[src/rtl/branch_resolve_unit.sv]
// ============================================================================
// Module      : branch_resolve_unit
// Description : Branch/jump resolution for the EX stage plus a direct-mapped
//               BTB with 2-bit saturating counters that feeds taken/target
//               predictions to IF. Drives the comparator's BrUn select,
//               raises a redirect on mispredict and counts mispredictions.
//               Optional feature macro: BTB_PREDICT_EN. When it is defined,
//               the BTB is built and predicts dynamically. When it is left
//               undefined, no table is built and prediction is static
//               not-taken.
// Revision    : 1.0 - initial release
// ============================================================================
`default_nettype none

module branch_resolve_unit #(
    parameter int BTB_ENTRIES = 16
) (
    input  logic        clk_i,
    input  logic        rst_i,
    // IF-stage lookup
    input  logic        if_valid_i,
    input  logic [31:0] if_pc_i,
    output logic        pred_taken_o,
    output logic [31:0] pred_target_o,
    // EX-stage resolve
    input  logic        ex_valid_i,
    input  logic        ex_branch_i,
    input  logic        ex_jump_i,
    input  logic [2:0]  ex_funct3_i,
    input  logic [31:0] ex_pc_i,
    input  logic [31:0] ex_target_i,
    input  logic        ex_pred_taken_i,
    input  logic [31:0] ex_pred_target_i,
    input  logic        BrEq_i,
    input  logic        BrLt_i,
    output logic        BrUn_o,
    output logic        redirect_o,
    output logic [31:0] redirect_pc_o,
    output logic [31:0] mispredict_cnt_o
);

    localparam int c_IDX_W = $clog2(BTB_ENTRIES);
    localparam int c_TAG_W = 32 - c_IDX_W - 2;

    // ------------------------------------------------------------------
    // Resolution (shared by both build variants)
    // ------------------------------------------------------------------
    logic        w_active;
    logic        w_taken;
    logic        w_legal;
    logic [31:0] w_exPcPlus4;
    logic [31:0] w_actualNext;
    logic        w_redirect;
    logic [31:0] r_mispredictCnt;

    // funct3 bit 1 separates the unsigned compares (BLTU/BGEU) from the rest
    assign BrUn_o = ex_funct3_i[1];

    assign w_active     = ex_valid_i & (ex_branch_i | ex_jump_i);
    assign w_exPcPlus4  = ex_pc_i + 32'd4;

    // Decode taken/not-taken from funct3 and the comparator flags; jumps win
    always_comb begin
        w_taken = 1'b0;
        w_legal = 1'b1;
        if (ex_jump_i) begin
            w_taken = 1'b1;
        end else begin
            case (ex_funct3_i)
                3'b000:          w_taken = BrEq_i;
                3'b001:          w_taken = ~BrEq_i;
                3'b100, 3'b110:  w_taken = BrLt_i;
                3'b101, 3'b111:  w_taken = ~BrLt_i;
                default: begin
                    // 010/011 are not branch encodings: fall through, never train
                    w_taken = 1'b0;
                    w_legal = 1'b0;
                end
            endcase
        end
    end

    assign w_actualNext  = w_taken ? ex_target_i : w_exPcPlus4;
    // Reset suppresses the redirect so fetch is not steered during reset
    assign w_redirect    = ~rst_i & w_active & (ex_pred_target_i != w_actualNext);
    assign redirect_o    = w_redirect;
    assign redirect_pc_o = w_redirect ? w_actualNext : 32'd0;

    // Saturating mispredict counter, advanced on each redirect cycle
    always_ff @(posedge clk_i) begin
        if (rst_i) begin
            r_mispredictCnt <= 32'd0;
        end else if (w_redirect && (r_mispredictCnt != 32'hFFFF_FFFF)) begin
            r_mispredictCnt <= r_mispredictCnt + 32'd1;
        end
    end

    assign mispredict_cnt_o = r_mispredictCnt;

`ifdef BTB_PREDICT_EN
    // ------------------------------------------------------------------
    // BTB storage and dynamic prediction
    // ------------------------------------------------------------------
    logic [BTB_ENTRIES-1:0] r_valid;
    logic [1:0]             r_ctr    [BTB_ENTRIES];
    logic [c_TAG_W-1:0]     r_tag    [BTB_ENTRIES];
    logic [31:0]            r_target [BTB_ENTRIES];

    logic [c_IDX_W-1:0]     w_ifIdx;
    logic [c_TAG_W-1:0]     w_ifTag;
    logic                   w_ifHit;
    logic                   w_predTaken;

    logic [c_IDX_W-1:0]     w_exIdx;
    logic [c_TAG_W-1:0]     w_exTag;
    logic                   w_exHit;
    logic                   w_update;
    logic                   w_unused;

    assign w_ifIdx = if_pc_i[c_IDX_W+1:2];
    assign w_ifTag = if_pc_i[31:c_IDX_W+2];
    assign w_exIdx = ex_pc_i[c_IDX_W+1:2];
    assign w_exTag = ex_pc_i[31:c_IDX_W+2];

    // Lookup reads registered state only, so a same-cycle update is not seen
    assign w_ifHit       = r_valid[w_ifIdx] & (r_tag[w_ifIdx] == w_ifTag);
    assign w_predTaken   = ~rst_i & if_valid_i & w_ifHit & r_ctr[w_ifIdx][1];
    assign pred_taken_o  = w_predTaken;
    assign pred_target_o = w_predTaken ? r_target[w_ifIdx] : (if_pc_i + 32'd4);

    assign w_exHit  = r_valid[w_exIdx] & (r_tag[w_exIdx] == w_exTag);
    assign w_update = ~rst_i & w_active & w_legal;

    // Valid bits and counters: reset to weakly-not-taken, train on resolve
    always_ff @(posedge clk_i) begin
        if (rst_i) begin
            for (int i = 0; i < BTB_ENTRIES; i++) begin
                r_valid[i] <= 1'b0;
                r_ctr[i]   <= 2'b01;
            end
        end else if (w_update) begin
            if (w_exHit) begin
                if (ex_jump_i) begin
                    r_ctr[w_exIdx] <= 2'b11;
                end else if (w_taken) begin
                    if (r_ctr[w_exIdx] != 2'b11) begin
                        r_ctr[w_exIdx] <= r_ctr[w_exIdx] + 2'd1;
                    end
                end else if (r_ctr[w_exIdx] != 2'b00) begin
                    r_ctr[w_exIdx] <= r_ctr[w_exIdx] - 2'd1;
                end
            end else if (w_taken) begin
                r_valid[w_exIdx] <= 1'b1;
                r_ctr[w_exIdx]   <= ex_jump_i ? 2'b11 : 2'b10;
            end
        end
    end

    // Tag/target payload needs no reset: it is qualified by the valid bit
    always_ff @(posedge clk_i) begin
        if (w_update && w_taken) begin
            r_tag[w_exIdx]    <= w_exTag;
            r_target[w_exIdx] <= ex_target_i;
        end
    end

    assign w_unused = ex_pred_taken_i;
`else
    // ------------------------------------------------------------------
    // Static not-taken prediction, no table
    // ------------------------------------------------------------------
    logic w_unused;

    assign pred_taken_o  = 1'b0;
    assign pred_target_o = if_pc_i + 32'd4;

    assign w_unused = &{1'b0, ex_pred_taken_i, if_valid_i, w_legal};
`endif

endmodule

`default_nettype wire

[config.mk]
export PLATFORM = sky130hd
export DESIGN_NAME = branch_resolve_unit
export DESIGN_NICKNAME = d
export VERILOG_FILES = /design/src/rtl/branch_resolve_unit.sv
export SDC_FILE = /design/constraint.sdc
export NUM_CORES = 1
export LEC_CHECK = 0
export CAP_MARGIN = 20
export CORE_MARGIN = 1.5
export CORE_UTILIZATION = 44
export CTS_BUF_LIST = sky130_fd_sc_hd__clkbuf_4 sky130_fd_sc_hd__clkbuf_8
export CTS_CLUSTER_SIZE = 20
export DETAILED_ROUTE_END_ITERATION = 16
export PLACE_DENSITY = 0.89
export SETUP_SLACK_MARGIN = 0.1
export SYNTH_ARGS = -nofsm -noshare
export SYNTH_HDL_FRONTEND = slang
export SYNTH_SLANG_ARGS = --single-unit
[constraint.sdc]
create_clock -name clk_i -period 10.6 [get_ports clk_i]
set_input_delay 2.65 -clock clk_i [delete_from_list [all_inputs] [get_ports clk_i]]
set_output_delay 2.65 -clock clk_i [all_outputs]
set_load 0.02 [all_outputs]
## Word-level counts from Yosys, hierarchy flattened

Index checks and enable logic that the tools add are counted.

| cells by class | value |
|---|---|
| multiplexer cells | 4 |
| bitwise operators | 7 |
| add/sub/neg operators | 3 |
| eq/ne operators | 7 |
| reductions and logical operators | 4 |

Operators with widths:

| kind | number |
|---|---|
| adder 32 x 3 -> 32 bit (second input constant) | 2 |
| two-way mux 32 bit | 2 |
| adder 32 x 1 -> 32 bit (second input constant) | 1 |
| inequality test 32 bit | 1 |
| inequality test 32 bit (second input constant) | 1 |
| == test 3 bit (second input constant) | 4 |
| case mux 1 bit (4 select lines) | 1 |
| OR reduction 2 bit | 2 |
| AND 1 bit | 3 |
| == test 3 x 1 -> 1 bit (second input constant) | 1 |
| zero test 3 bit | 1 |
| inverter 1 bit | 3 |
| logical AND 1 bit | 1 |
| two-way mux 1 bit | 1 |
| OR 1 bit | 1 |

| word-level totals | value |
|---|---|
| input port bits | 140 |
| flip-flop bits (word level) | 32 |
| output and inout port bits | 99 |
| logic and storage cells | 26 |

## Longest topological paths before layout

| depth | value |
|---|---|
| depth after elaboration | 8 |
| gate-level depth with buffers | 16 |
| gate-level depth less buffers | 12 |

## Worst setup path before layout

Ideal clock, no wire load.

| path | value |
|---|---|
| kind | input-to-output |
| start point | input ex_funct3_i[2] |
| end point | output redirect_pc_o[10] |
| slack | 2.437 ns |
| data required time | 7.950 ns |
| data arrival time | 5.513 ns |
| stages on the path | 13 |
| buffers on the path | 5 |
| cells stage by stage | or3b_2 a32o_1 buf_2 buf_2 mux2i_1 xor2_1 and4_1 and4b_1 a21o_1 buf_6 buf_2 buf_2 a211oi_1 |

| between the ends | value |
|---|---|
| cells in the longest elaborated chain, start to end | 8 |
| elaborated cells between the ends (all ways) | 14 |
| those cells by class | eq/ne: 6; mux: 4; bitwise: 1; reduce/logical: 3 |

RTL lines:

| what | line | text |
|---|---|---|
| start: declaration | 29 | `input logic [2:0] ex_funct3_i,` |
| == test 3 bit | n/a |  |
| OR reduction 2 bit, on equally long branches | n/a |  |
| case mux 1 bit (4 select lines) (*) | 69 | `case (ex_funct3_i)` |
| two-way mux 1 bit (*) | 66 | `if (ex_jump_i) begin` |
| two-way mux 32 bit (*) | 83 | `assign w_actualNext = w_taken ? ex_target_i : w_exPcPlus4;` |
| inequality test 32 bit | 85 | `assign w_redirect = ~rst_i & w_active & (ex_pred_target_i != w_actualNext);` |
| AND 1 bit | 85 |  |
| two-way mux 32 bit (*) | 87 | `assign redirect_pc_o = w_redirect ? w_actualNext : 32'd0;` |
| end: declaration | 38 | `output logic [31:0] redirect_pc_o,` |

Mark *: on every way between the ends. The rest lies on a longest branch, timed or not.

## Worst setup path in the final report

| path | value |
|---|---|
| start point | input ex_pc_i[2] |
| end point | output redirect_pc_o[25] |

| between the ends | value |
|---|---|
| cells in the longest elaborated chain, start to end | 5 |

RTL lines:

| what | line | text |
|---|---|---|
| start: declaration | 30 | `input logic [31:0] ex_pc_i,` |
| adder 32 x 3 -> 32 bit (*) | 60 | `assign w_exPcPlus4 = ex_pc_i + 32'd4;` |
| two-way mux 32 bit (*) | 83 |  |
| inequality test 32 bit | 85 |  |
| AND 1 bit | 85 |  |
| two-way mux 32 bit (*) | 87 |  |

Marked as above.

==> results.json <==
{
  "postRouteAntennaNets": 0,
  "grt_max_degree": 51,
  "dpl_cell_area_um2": 6770,
  "drc": 0,
  "core_area_um2": 9770,
  "antenna_cells": 0,
  "holdWs_ns": 0.517,
  "p_leak_nw": 2.36,
  "synth_top_area_share_pct": 14.5,
  "firstDrtPassIters": 5,
  "hp-class": "reg -> reg",
  "slowest_stage": "clkdlybuf4s50_1",
  "endpoint_kind": "output port",
  "die-area_um2": 10700,
  "slew_headroom_pct": 47.8,
  "track_usage_pct": 31.8,
  "clk_path_buf_depth": 2,
  "crit_fanout": 12,
  "cts_setup_buffers": 0,
  "wl_um": 17400,
  "start_util_pct": 45.3,
  "gp_congestion": 0.976,
  "overflow": 0,
  "fp-row-count": 36,
  "worstMarginPinSlew_ns": 0.763,
  "tritoncts": "done",
  "cp_data_arrival_time_ns": 6.97,
  "clockRootBuffer": "clkbuf_8",
  "setup_tns_ns": 0,
  "portBuffers": 231,
  "worstPathRequired_ns": 7.95,
  "maxClockFrequency_mhz": 104,
  "layout-area-overhead-vs-synth_pct": 55.1,
  "syn_avg_cell_area_um2": 7.28,
  "synth-seq-area-share_pct": 14.5,
  "largest_reg_flops": 32,
  "path_buf_inv": 4,
  "wl_per_cell_um": 18.3,
  "synthFlopType": "dfxtp_1",
  "synth_area_um2": 4430,
  "cts_buffers": 5,
  "async_flop_share_pct": 0,
  "final_cell_mix": "clkdlybuf4s50_1, nor2_1, xnor2_1, nand2_1, nand3_1",
  "finalHoldViolations": 0,
  "clk_pin_slew_ns": 0.07,
  "first_iter_violations": 339,
  "timing.final.crit_share_pct": 90.7,
  "slowest_delay_ns": 0.69,
  "grt_pass1_wl_um": 26600,
  "rsz0062_at_grt": "no",
  "synth_nets": 751,
  "synth.top_cells.by_area": "dfxtp_1, xnor2_1, xor2_1, nor2_1, a211oi_1",
  "p_per_area_nw_per_um2": 62.8,
  "final_area_um2": 6870,
  "ys_types": 63,
  "nets": 962,
  "cpLargestDelayFamily": "buffers and inverters",
  "synth_top_area_cell": "dfxtp_1",
  "ioPinCount": 239,
  "setup_violations": 0,
  "clkLatencyLatePin_ns": 0.29,
  "synth_warnings": 0,
  "vias_per_cell": 6.02,
  "path_cells": "clkdlybuf4s50_1, ha_1, nand4_1, nor2_1, buf_4, nand4_2, o41ai_2, and4b_1, and4_1, and4b_1, a21o_2, buf_4, a211oi_1, clkdlybuf4s50_1",
  "drv_cap": 0,
  "drive_gt1_share_pct": 4.63,
  "vias": 5739,
  "dp_hpwl_um": 14300,
  "cts-resized-gates": 0,
  "ir_drop_mv": 0.0408,
  "drv_slew": 0,
  "ctsHoldBuffers": 0,
  "syn_inst": 608,
  "synth_edf_count": 0,
  "fin_crit_ns": 9.62,
  "h-tree-depth": 2,
  "grt_pass1_vias": 5379,
  "worst-setup-path-type": "in -> out",
  "antenna_found_initial": 0,
  "fillers": 798,
  "synth-seq-cells": 32,
  "clock_sinks": 32,
  "layout_commonest_cell": "clkdlybuf4s50_1",
  "status": "finished clean",
  "chipWidth_um": 103,
  "fp.dieH_um": 103,
  "finClkSkew_ns": 0.00582,
  "startpoint_type": "input pin"
}
worst register-to-register path, cell delays in order, from the launching register on:
cell,delay [ns]
dfxtp_1,0.37
and4_1,0.22
and4_1,0.22
and3_1,0.23
and4_1,0.26
nand3_1,0.20
inv_1,0.08
nand2_1,0.23
nand2_1,0.29
or4_1,0.49
a21oi_1,0.19
report_power, final:
part	total (W)	switching, W	internal [W]
logic	0.000207	0.000103	0.000104
clock network	0.000103	0.0000452	0.0000581
registers	0.000121	0.000000479	0.000121
total	0.000431	0.000149	0.000282
synthesized netlist by cell type, drive strengths merged (3+ instances only):
| master | count |
|---|---|
| nor2 | 65 |
| xnor2 | 59 |
| nand2 | 44 |
| nand3 | 42 |
| xor2 | 34 |
| dfxtp | 32 |
| a211oi | 31 |
| a21oi | 25 |
| nand4 | 24 |
| and3 | 21 |
| buf | 20 |
| inv | 18 |
| nor2b | 16 |
| clkbuf | 15 |
| o31ai | 15 |
| or4 | 15 |
| nor4 | 14 |
| and4 | 11 |
| nor3 | 10 |
| mux2 | 9 |
| mux2i | 8 |
| nand2b | 7 |
| o21ai | 7 |
| o41ai | 7 |
| or3 | 6 |
| and2 | 5 |
| o311ai | 5 |
| a311oi | 4 |
| a31oi | 4 |
| a221o | 3 |
| ha | 3 |
| o211ai | 3 |
worst paths after layout:
path / start / end / slack [ns] / depth (start not counted)
max: ex_pc_i[2] / redirect_pc_o[25] / 0.98 / 14
min reg2reg: mispredict_cnt_o[15] / mispredict_cnt_o[15] / 0.52 / 2
max reg2reg: mispredict_cnt_o[13] / mispredict_cnt_o[21] / 7.74 / 10
min: mispredict_cnt_o[15] / mispredict_cnt_o[15] / 0.52 / 2
layout make-up:
| cell class | instances | area [um2] | share of cell area (%) |
|---|---|---|---|
| clock buffers | 8 | 97.6 | 1.42 |
| inverters | 18 | 67.6 | 0.984 |
| multi-input cells | 523 | 3520 | 51.3 |
| flip-flops and latches | 32 | 641 | 9.33 |
| well taps | 133 | 166 | 2.42 |
| repair buffers | 239 | 2370 | 34.5 |
per-layer routing:
metal,vias up,part of all wire (%),global-route usage (%)
met5,-,0,0
li1,2696,-,-
met3,55,9.3,6.65
met2,304,50,58.6
met1,2684,37,36.5
met4,0,3.6,10.9
per-stage QoR:
| stage | total power (W) | util, % | setup WS, ns | std cells |
|---|---|---|---|---|
| 6_report | 0.000431 | 70.3 | 0.984 | 953 |
| 2_1_floorplan | 0.000220 | - | 2.44 | 608 |
| 4_1_cts | 0.000429 | 70.3 | 1.05 | 953 |
| 5_1_grt | 0.000450 | 70.3 | 0.771 | 953 |
| 3_5_place_dp | 0.000328 | 69.3 | 1.06 | 945 |
| 3_3_place_gp | 0.000324 | 69.3 | 1.08 | 945 |
logic make-up (layout without fill, tap and decap cells):
kind of cell    count (synthesis)  in the layout  synth area share [%]
simple gates                  286            286                  35.6
compound gates                122            122                  20.0
xor+xnor                       94             94                  18.9
buf+inv                        53            265                  5.99
flops                          32             32                  14.5
mux                            17             17                  4.10
fa+ha+maj                       3              3                 0.848
other cells                     1              1                0.0847
No activity file was read; power rests on OpenSTA's default activity.
